==> config.mk <==
export PLATFORM = sky130hd
export DESIGN_NAME = dbg_abs_cmd
export DESIGN_NICKNAME = d
export VERILOG_FILES = /design/src/rtl/dbg_abs_cmd.sv
export SDC_FILE = /design/constraint.sdc
export NUM_CORES = 1
export LEC_CHECK = 0
export ABC_AREA = 1
export CAP_MARGIN = 20
export CORE_UTILIZATION = 38
export DETAILED_ROUTE_END_ITERATION = 10
export PLACE_DENSITY_LB_ADDON = 0.15
export SLEW_MARGIN = 0
export SYNTH_ARGS = -nofsm -noshare
export SYNTH_HDL_FRONTEND = slang
export SYNTH_SLANG_ARGS = --single-unit
==> constraint.sdc <==
create_clock -name cpu_clk -period 2.46 [get_ports cpu_clk]
set_clock_uncertainty 0.2 [all_clocks]
set_input_delay 0.246 -clock cpu_clk [delete_from_list [all_inputs] [get_ports cpu_clk]]
set_output_delay 0.246 -clock cpu_clk [all_outputs]
set_load 0.01 [all_outputs]
==> src/rtl/dbg_abs_cmd.sv <==
`default_nettype none
// +----------------------------------------------------------------------------+
// | dbg_abs_cmd : debug-module abstract-command engine (access-register only)  |
// | Optional: DBG_AARPOSTINC_EN enables aarpostinc regno post-increment.       |
// | Rev 1.0                                                                    |
// +----------------------------------------------------------------------------+
module dbg_abs_cmd #(
  parameter int TIMEOUT = 16,
  parameter int CNT_W   = 5
) (
  input  logic        cpu_clk,
  input  logic        cpu_rst,
  input  logic        cmd_wr,
  input  logic [31:0] cmd_wdata,
  input  logic        data0_wr,
  input  logic [31:0] data0_wdata,
  input  logic [2:0]  cmderr_clr,
  input  logic        core_halted,
  output logic        busy,
  output logic [2:0]  cmderr,
  output logic [31:0] data0,
  output logic        dbg_reg_access,
  output logic        dbg_wr1_rd0,
  output logic [15:0] dbg_regno,
  output logic [31:0] dbg_write_data,
  input  logic        dbg_read_data_valid,
  input  logic [31:0] dbg_read_data
);

  localparam logic [1:0] S_IDLE  = 2'd0;
  localparam logic [1:0] S_ISSUE = 2'd1;
  localparam logic [1:0] S_WAIT  = 2'd2;
  localparam logic [1:0] S_DONE  = 2'd3;

  localparam logic [CNT_W-1:0] CNT_LAST = CNT_W'(TIMEOUT - 1);

`ifdef DBG_AARPOSTINC_EN
  localparam logic POSTINC_OK = 1'b1;
`else
  localparam logic POSTINC_OK = 1'b0;
`endif

  logic [1:0]       state_q, state_d;
  logic             busy_q, busy_d;
  logic [2:0]       cmderr_q, cmderr_d;
  logic [31:0]      data0_q, data0_d;
  logic [15:0]      regno_q, regno_d;
  logic             write_q, write_d;
  logic [CNT_W-1:0] cnt_q, cnt_d;

  logic       err_set;
  logic [2:0] err_code;
  logic       busy_hit;
  logic       xfer_ok;

  logic [7:0] cmd_type;
  logic [2:0] cmd_aarsize;
  logic       cmd_postinc;
  logic       cmd_postexec;
  logic       cmd_transfer;
  logic       cmd_write;
  logic       cmd_unsupported;

  assign cmd_type        = cmd_wdata[31:24];
  assign cmd_aarsize     = cmd_wdata[22:20];
  assign cmd_postinc     = cmd_wdata[19];
  assign cmd_postexec    = cmd_wdata[18];
  assign cmd_transfer    = cmd_wdata[17];
  assign cmd_write       = cmd_wdata[16];
  assign cmd_unsupported = (cmd_type != 8'd0) || (cmd_aarsize != 3'd2) || cmd_postexec ||
                           (cmd_postinc && !POSTINC_OK);

`ifdef DBG_AARPOSTINC_EN
  logic postinc_q, postinc_d;
  logic unused_bits;
  assign unused_bits = cmd_wdata[23];
`else
  logic unused_bits;
  assign unused_bits = ^{cmd_wdata[23], xfer_ok};
`endif

  always_ff @(posedge cpu_clk or posedge cpu_rst) begin
    if (cpu_rst) begin
      state_q  <= S_IDLE;
      busy_q   <= 1'b0;
      cmderr_q <= 3'd0;
      data0_q  <= 32'd0;
      regno_q  <= 16'd0;
      write_q  <= 1'b0;
      cnt_q    <= '0;
    end else begin
      state_q  <= state_d;
      busy_q   <= busy_d;
      cmderr_q <= cmderr_d;
      data0_q  <= data0_d;
      regno_q  <= regno_d;
      write_q  <= write_d;
      cnt_q    <= cnt_d;
    end
  end

`ifdef DBG_AARPOSTINC_EN
  always_ff @(posedge cpu_clk or posedge cpu_rst) begin
    if (cpu_rst) postinc_q <= 1'b0;
    else         postinc_q <= postinc_d;
  end
`endif

  always_comb begin
    state_d  = state_q;
    data0_d  = data0_q;
    regno_d  = regno_q;
    write_d  = write_q;
    cnt_d    = cnt_q;
    err_set  = 1'b0;
    err_code = 3'd0;
    xfer_ok  = 1'b0;
`ifdef DBG_AARPOSTINC_EN
    postinc_d = postinc_q;
`endif
    case (state_q)
      S_IDLE: begin
        if (data0_wr) data0_d = data0_wdata;
        if (cmd_wr && (cmderr_q == 3'd0)) begin
          if (cmd_unsupported) begin
            err_set  = 1'b1;
            err_code = 3'd2;
          end else if (cmd_transfer && !core_halted) begin
            err_set  = 1'b1;
            err_code = 3'd4;
          end else if (!cmd_transfer) begin
            state_d = S_DONE;
          end else begin
            regno_d = cmd_wdata[15:0];
            write_d = cmd_write;
`ifdef DBG_AARPOSTINC_EN
            postinc_d = cmd_postinc;
`endif
            state_d = S_ISSUE;
          end
        end
      end
      S_ISSUE: begin
        if (write_q) begin
          xfer_ok = 1'b1;
          state_d = S_DONE;
        end else if (dbg_read_data_valid) begin
          data0_d = dbg_read_data;
          xfer_ok = 1'b1;
          state_d = S_DONE;
        end else begin
          cnt_d   = CNT_W'(1);
          state_d = S_WAIT;
        end
      end
      S_WAIT: begin
        // The ISSUE cycle counts toward the timeout, so abort one short of TIMEOUT.
        if (dbg_read_data_valid) begin
          data0_d = dbg_read_data;
          xfer_ok = 1'b1;
          cnt_d   = '0;
          state_d = S_DONE;
        end else if (cnt_q == CNT_LAST) begin
          err_set  = 1'b1;
          err_code = 3'd3;
          cnt_d    = '0;
          state_d  = S_DONE;
        end else begin
          cnt_d = cnt_q + CNT_W'(1);
        end
      end
      default: begin
        state_d = S_IDLE;
      end
    endcase
`ifdef DBG_AARPOSTINC_EN
    if (xfer_ok && postinc_q) regno_d = regno_q + 16'd1;
`endif
  end

  assign busy_hit = (cmd_wr || data0_wr) && (state_q != S_IDLE);
  assign busy_d   = (state_d != S_IDLE);

  // A newly detected error overrides a clear arriving in the same cycle.
  always_comb begin
    cmderr_d = cmderr_q & ~cmderr_clr;
    if (cmderr_q == 3'd0) begin
      if (err_set)       cmderr_d = err_code;
      else if (busy_hit) cmderr_d = 3'd1;
    end
  end

  always_comb begin
    dbg_reg_access = (state_q == S_ISSUE) || (state_q == S_WAIT);
    dbg_wr1_rd0    = dbg_reg_access && write_q;
    dbg_regno      = regno_q;
    dbg_write_data = data0_q;
    busy           = busy_q;
    cmderr         = cmderr_q;
    data0          = data0_q;
  end

endmodule
`default_nettype wire

# [After elaboration in Yosys (flattened, before gate mapping)]
# Cells that the tools add are included.
# Widths: inputs -> output; s select.
[totals] out_inout_bits=86 mem_bits_ro=0 latchBits=0 n_memories=0 wordCells=72 input_bits=105 ff_bits=60 ramBits=0
[op_classes] n_bitwise=4 shift=0 n_eq_ne=7 addsub=1 reduce_logical=20 muxes=33 multipliers=0 n_lt_le_gt_ge=0 n_div=0
[ops] cell="$mux 32" n=3
[ops] cell="$pmux 32 s3" n=1
[ops] cell="$mux 5" n=4
[ops] cell="$mux 3" n=6
[ops] cell="$mux 2" n=8
[ops] cell="$pmux 5 s2" n=1
[ops] cell="$reduce_bool 8->1" n=1
[ops] cell="$mux 1" n=7
[ops] cell="$ne 2x2->1 const B" n=3
[ops] cell="$pmux 2 s3" n=1
[ops] cell="$pmux 3 s2" n=1
[ops] cell="$reduce_and 3->1" n=2
[ops] cell="$reduce_bool 2->1" n=3
[ops] cell="$add 5x1->5 const B" n=1
[ops] cell="$eq 5x4->1 const B" n=1
[ops] cell="$logic_or 1x1->1" n=5
[ops] cell="$reduce_and 5->1" n=1
[ops] cell="$logic_and 1x1->1" n=4
[ops] cell="$and 3x3->3" n=1
[ops] cell="$logic_not 3->1" n=1
[ops] cell="$ne 3x2->1 const B" n=1
[ops] cell="$not 3->3" n=1
[ops] cell="$reduce_bool 3->1" n=1
[ops] cell="$eq 2x1->1 const B" n=1
[ops] cell="5 further kinds" n=6

# [Logic depth before layout (Yosys ltp)]
[logic_depth] ltp_word=9 ltp_mapped=10 mapped_depth_nobuf=10

# [Least setup slack after synthesis]
# OpenSTA, ideal clock, no wires.
[synth_path] path_type="register to register" from="reg state_q[0]" to="reg data0_q[23], in the netlist data0[23]" path_slack_ps=439 path_stages_with_launch=8 arrival_ps=1702 setup_ps=119 n_path_buf=2 synth_period_minus_slack_ps=2021 cell_sequence="dfrtp_1 -> inv_1 -> ha_1 -> buf_6 -> a211oi_4 -> buf_6 -> o21ai_0 -> o21a_1"
[synth_via] elab_chain_len=3 word_cells_on_any_way=8
[synth_rtl] item="start, declared" line="43" source="logic [1:0] state_q, state_d;"
[synth_rtl] item="start signal, assigned" line="92" source="state_q <= state_d;"
[synth_rtl] item="$eq 2x1->1 (tied with other cells)" line="121" source="case (state_q)"
[synth_rtl] item="$ne 2x2->1 (no line) or $reduce_bool 3->1 (tied branches)"
[synth_rtl] item="$reduce_and 3->1 (no line)"
[synth_rtl] item="end signal, assigned" line="95" source="data0_q <= data0_d;"
[synth_rtl] item="end, declared" line="46" source="logic [31:0] data0_q, data0_d;"
# Parallel ways exist; a longest one is shown, timed or not.
# A chain may end at the register's enable or synchronous reset.

# [Final worst setup path]
[layout_path] from="reg state_q[1]" to="out dbg_wr1_rd0"
[layout_via] elab_chain_len=3 word_cells_on_any_way=4
[layout_rtl] item="$eq 2x1->1 or $eq 2x2->1 (tied branches)" line="194" source="dbg_reg_access = (state_q == S_ISSUE) || (state_q == S_WAIT);"
[layout_rtl] item="$logic_or 1x1->1 (*)" line="194"
[layout_rtl] item="$logic_and 1x1->1 (*)" line="195" source="dbg_wr1_rd0 = dbg_reg_access && write_q;"
[layout_rtl] item="end, declared" line="23" source="output logic dbg_wr1_rd0,"
# Every way passes the cells marked *; elsewhere a longest branch is shown, timed or not.

==> impl_metrics.tcl <==
set metrics [dict create \
    initial_utilization 0.3955 \
    synthCells 398 \
    grt_overflow 0 \
    hpwl_mm 6.548 \
    dr.pass1.iters 4 \
    status "completed" \
    grt_pass1_wl_mm 13.55 \
    cts-buffers-inserted 9 \
    r2r-start "state_q[1]$_DFF_PP0_" \
    routed_wl_mm 8.722 \
    antenna_found_initial 0 \
    tightestPinTransition_ns 0.6206 \
    grt_max_degree 35 \
    p_leak_nw 2.291 \
    fin_ws_ns 0.1226 \
    grt_pass1_vias 2939 \
    detail_route.wl_per_cell_um 13.08 \
    seq_area_frac_synth 0.4598 \
    fin_setup_tns_ns 0 \
    drt_iter0_drc 104 \
    fin_crit_sh 0.9502 \
    area_growth_pct 59.00 \
    drcViolationCount 0 \
    port_buffers 189 \
    maxSlewViolCount 0 \
    power.density_mw_per_mm2 1184 \
    syn-cell-area_sq_mm 0.003266 \
    drive_gt1_frac 0.06050 \
    clkTransAtPathRegs_ns 0.07 \
    synth-seq-cells 60 \
    synthTopCellsByArea "dfrtp_1, nor2_1, buf_4" \
    yosys.cell_count.top_type "nor2_1" \
    ioPinCount 191 \
    fillers 731 \
    gp_congestion 0.8048 \
    dpl_cell_area_sq_mm 0.005000 \
    nets 668 \
    die_y_um 94.70 \
    antenna_cells 0 \
    start_kind "flip-flop" \
    synth_nets 508 \
    critPathMaxFanout 5 \
    fin_area_sq_mm 0.005192 \
    hold_class "input pin to asynchronous set/reset pin" \
    totalPowerFinal_mw 6.149 \
    h-tree-depth 3 \
    avgSynthCellArea_sq_um 8.205 \
    holdWs_ns 0.06710 \
    synth.cells.most_frequent "nor2_1, dfrtp_1, nand2_1" \
    arrival_ns 1.89 \
    hold_violations 0 \
    viasPerCell 4.723 \
    synth_cell_types 25 \
    rsz0062_at_grt "false" \
    synth_top_cell_area_share 0.4598 \
    clk_path_buf_depth 2 \
    die_x_um 94.70 \
    track_usage 0.1959 \
    ant_nets 0 \
    vias 3150 \
    reg2reg_slack_ns 0.35 \
    slew_headroom 0.5852 \
    rr_worst_depth 8 \
    vdd_ir_drop_max_v 0.0004304 \
    maxCapViolations 0 \
    core_sq_mm 0.008258 \
    synth_edf_count 0 \
    dp_slack_ns 0.2956 \
    synth_area_leader_cell "dfrtp_1" \
    worstSetupEndpointType "primary output" \
    finalSetupViolations 0 \
    worstSkewPairLatency_ns 0.33 \
    die-area_sq_mm 0.008968 \
    fp-row-count 33 \
    r2r_end "data0[1]$_DFFE_PP0P_" \
    ys_async_sr_fraction 1.000 \
    ys.flop_type "dfrtp_1" \
    clock-root-buffer "clkbuf_8" \
    clock.fmax_ghz 0.4278 \
    clock_sinks 60 \
    required_ns 2.01 \
    ctsHoldBuffers 0 \
    post-route-min-period_ns 2.337 \
    crit_type "flip-flop to primary output" \
    yosysWarningCount 0 \
    cts_tree "built" \
]
## power by group
part | internal, mW | switching (mW) | leakage (nW) | total [mW]
clock | 0.484 | 0.391 | 0.0979 | 0.875
combinational | 1.92 | 1.77 | 1.47 | 3.69
sequential | 1.33 | 0.249 | 0.719 | 1.58
## placed cells by master (no fill, tap or decap), types with 2 or more instances in the layout
| master | count |
|---|---|
| o21ai_1 | 13 |
| nand2_1 | 57 |
| a21oi_1 | 6 |
| o21ai_0 | 41 |
| o21a_1 | 32 |
| clkbuf_8 | 10 |
| clkdlybuf4s50_1 | 189 |
| buf_4 | 7 |
| o22ai_1 | 2 |
| inv_1 | 30 |
| nor2_1 | 81 |
| inv_2 | 3 |
| ha_1 | 4 |
| clkinv_2 | 3 |
| nor2_2 | 3 |
| nand3_1 | 10 |
| dfrtp_1 | 60 |
## per-layer routing
metal,global-route usage,wire length (um),vias up
met2,0.3189,3918,137
met4,0.07955,144,0
met5,0,0,-
li1,-,-,1559
met1,0.2413,3827,1442
met3,0.05958,832,12
## metrics by stage
step	util	instances
after floorplan	-	398
after global placement	0.6055	652
after detailed placement	0.6055	652
after CTS	0.6285	667
after global routing	0.6288	667
final	0.6288	667
## state kept, by name (all words and copies together) (netlist names)
signal,flops
dbg_regno,16
cmderr,3
cnt_q,5
state_q,2
write_q,1
data0,32
busy,1
## final cells by class
class / instances / area [sq um] / area share
timing repair buffer: 197 / 1964 / 0.3783
multi-input combinational: 257 / 1281 / 0.2467
tap: 105 / 131.4 / 0.02530
clock inverter: 5 / 52.55 / 0.01012
clock buffer: 10 / 137.6 / 0.02651
inverter: 33 / 123.9 / 0.02386
sequential: 60 / 1501 / 0.2892
## what timing repair did
action	in CTS	in global routing
endpoints found under the hold margin	0	0
gates resized for setup	0	1
endpoints found under the setup margin	0	1
setup buffers	0	0
## worst max-delay path, cell delays in order, from the launching register on
cell and delay, ns:
dfrtp_1 0.39, inv_1 0.08, ha_2 0.41, nand2_1 0.07, inv_1 0.06, clkdlybuf4s50_1 0.55
## logic make-up after synthesis
kind of cell             Yosys count  share of synthesized area
AO/OA/AOI/OAI                     96                     0.1782
AND/OR/NAND/NOR                  155                     0.1916
buffers and inverters             81                     0.1487
adder cells (fa/ha/maj)            5                    0.01916
XOR/XNOR                           1                   0.002682
flip-flops                        60                     0.4598
## how the worst max path moves through the flow
| stage | startpoint | to | slack (ns) | depth (start not counted) |
|---|---|---|---|---|
| after CTS | state_q[0]$_DFF_PP0_ | dbg_wr1_rd0 | 0.04 | 5 |
| after detailed placement | state_q[0]$_DFF_PP0_ | data0[27]$_DFFE_PP0P_ | 0.30 | 8 |
| after floorplan | state_q[0]$_DFF_PP0_ | data0[23]$_DFFE_PP0P_ | 0.44 | 7 |
| final | state_q[1]$_DFF_PP0_ | dbg_wr1_rd0 | 0.12 | 5 |
| after global routing | state_q[1]$_DFF_PP0_ | dbg_wr1_rd0 | 0.03 | 5 |
| after global placement | state_q[0]$_DFF_PP0_ | data0[19]$_DFFE_PP0P_ | 0.30 | 8 |
Power figures use the tool's default switching activity.
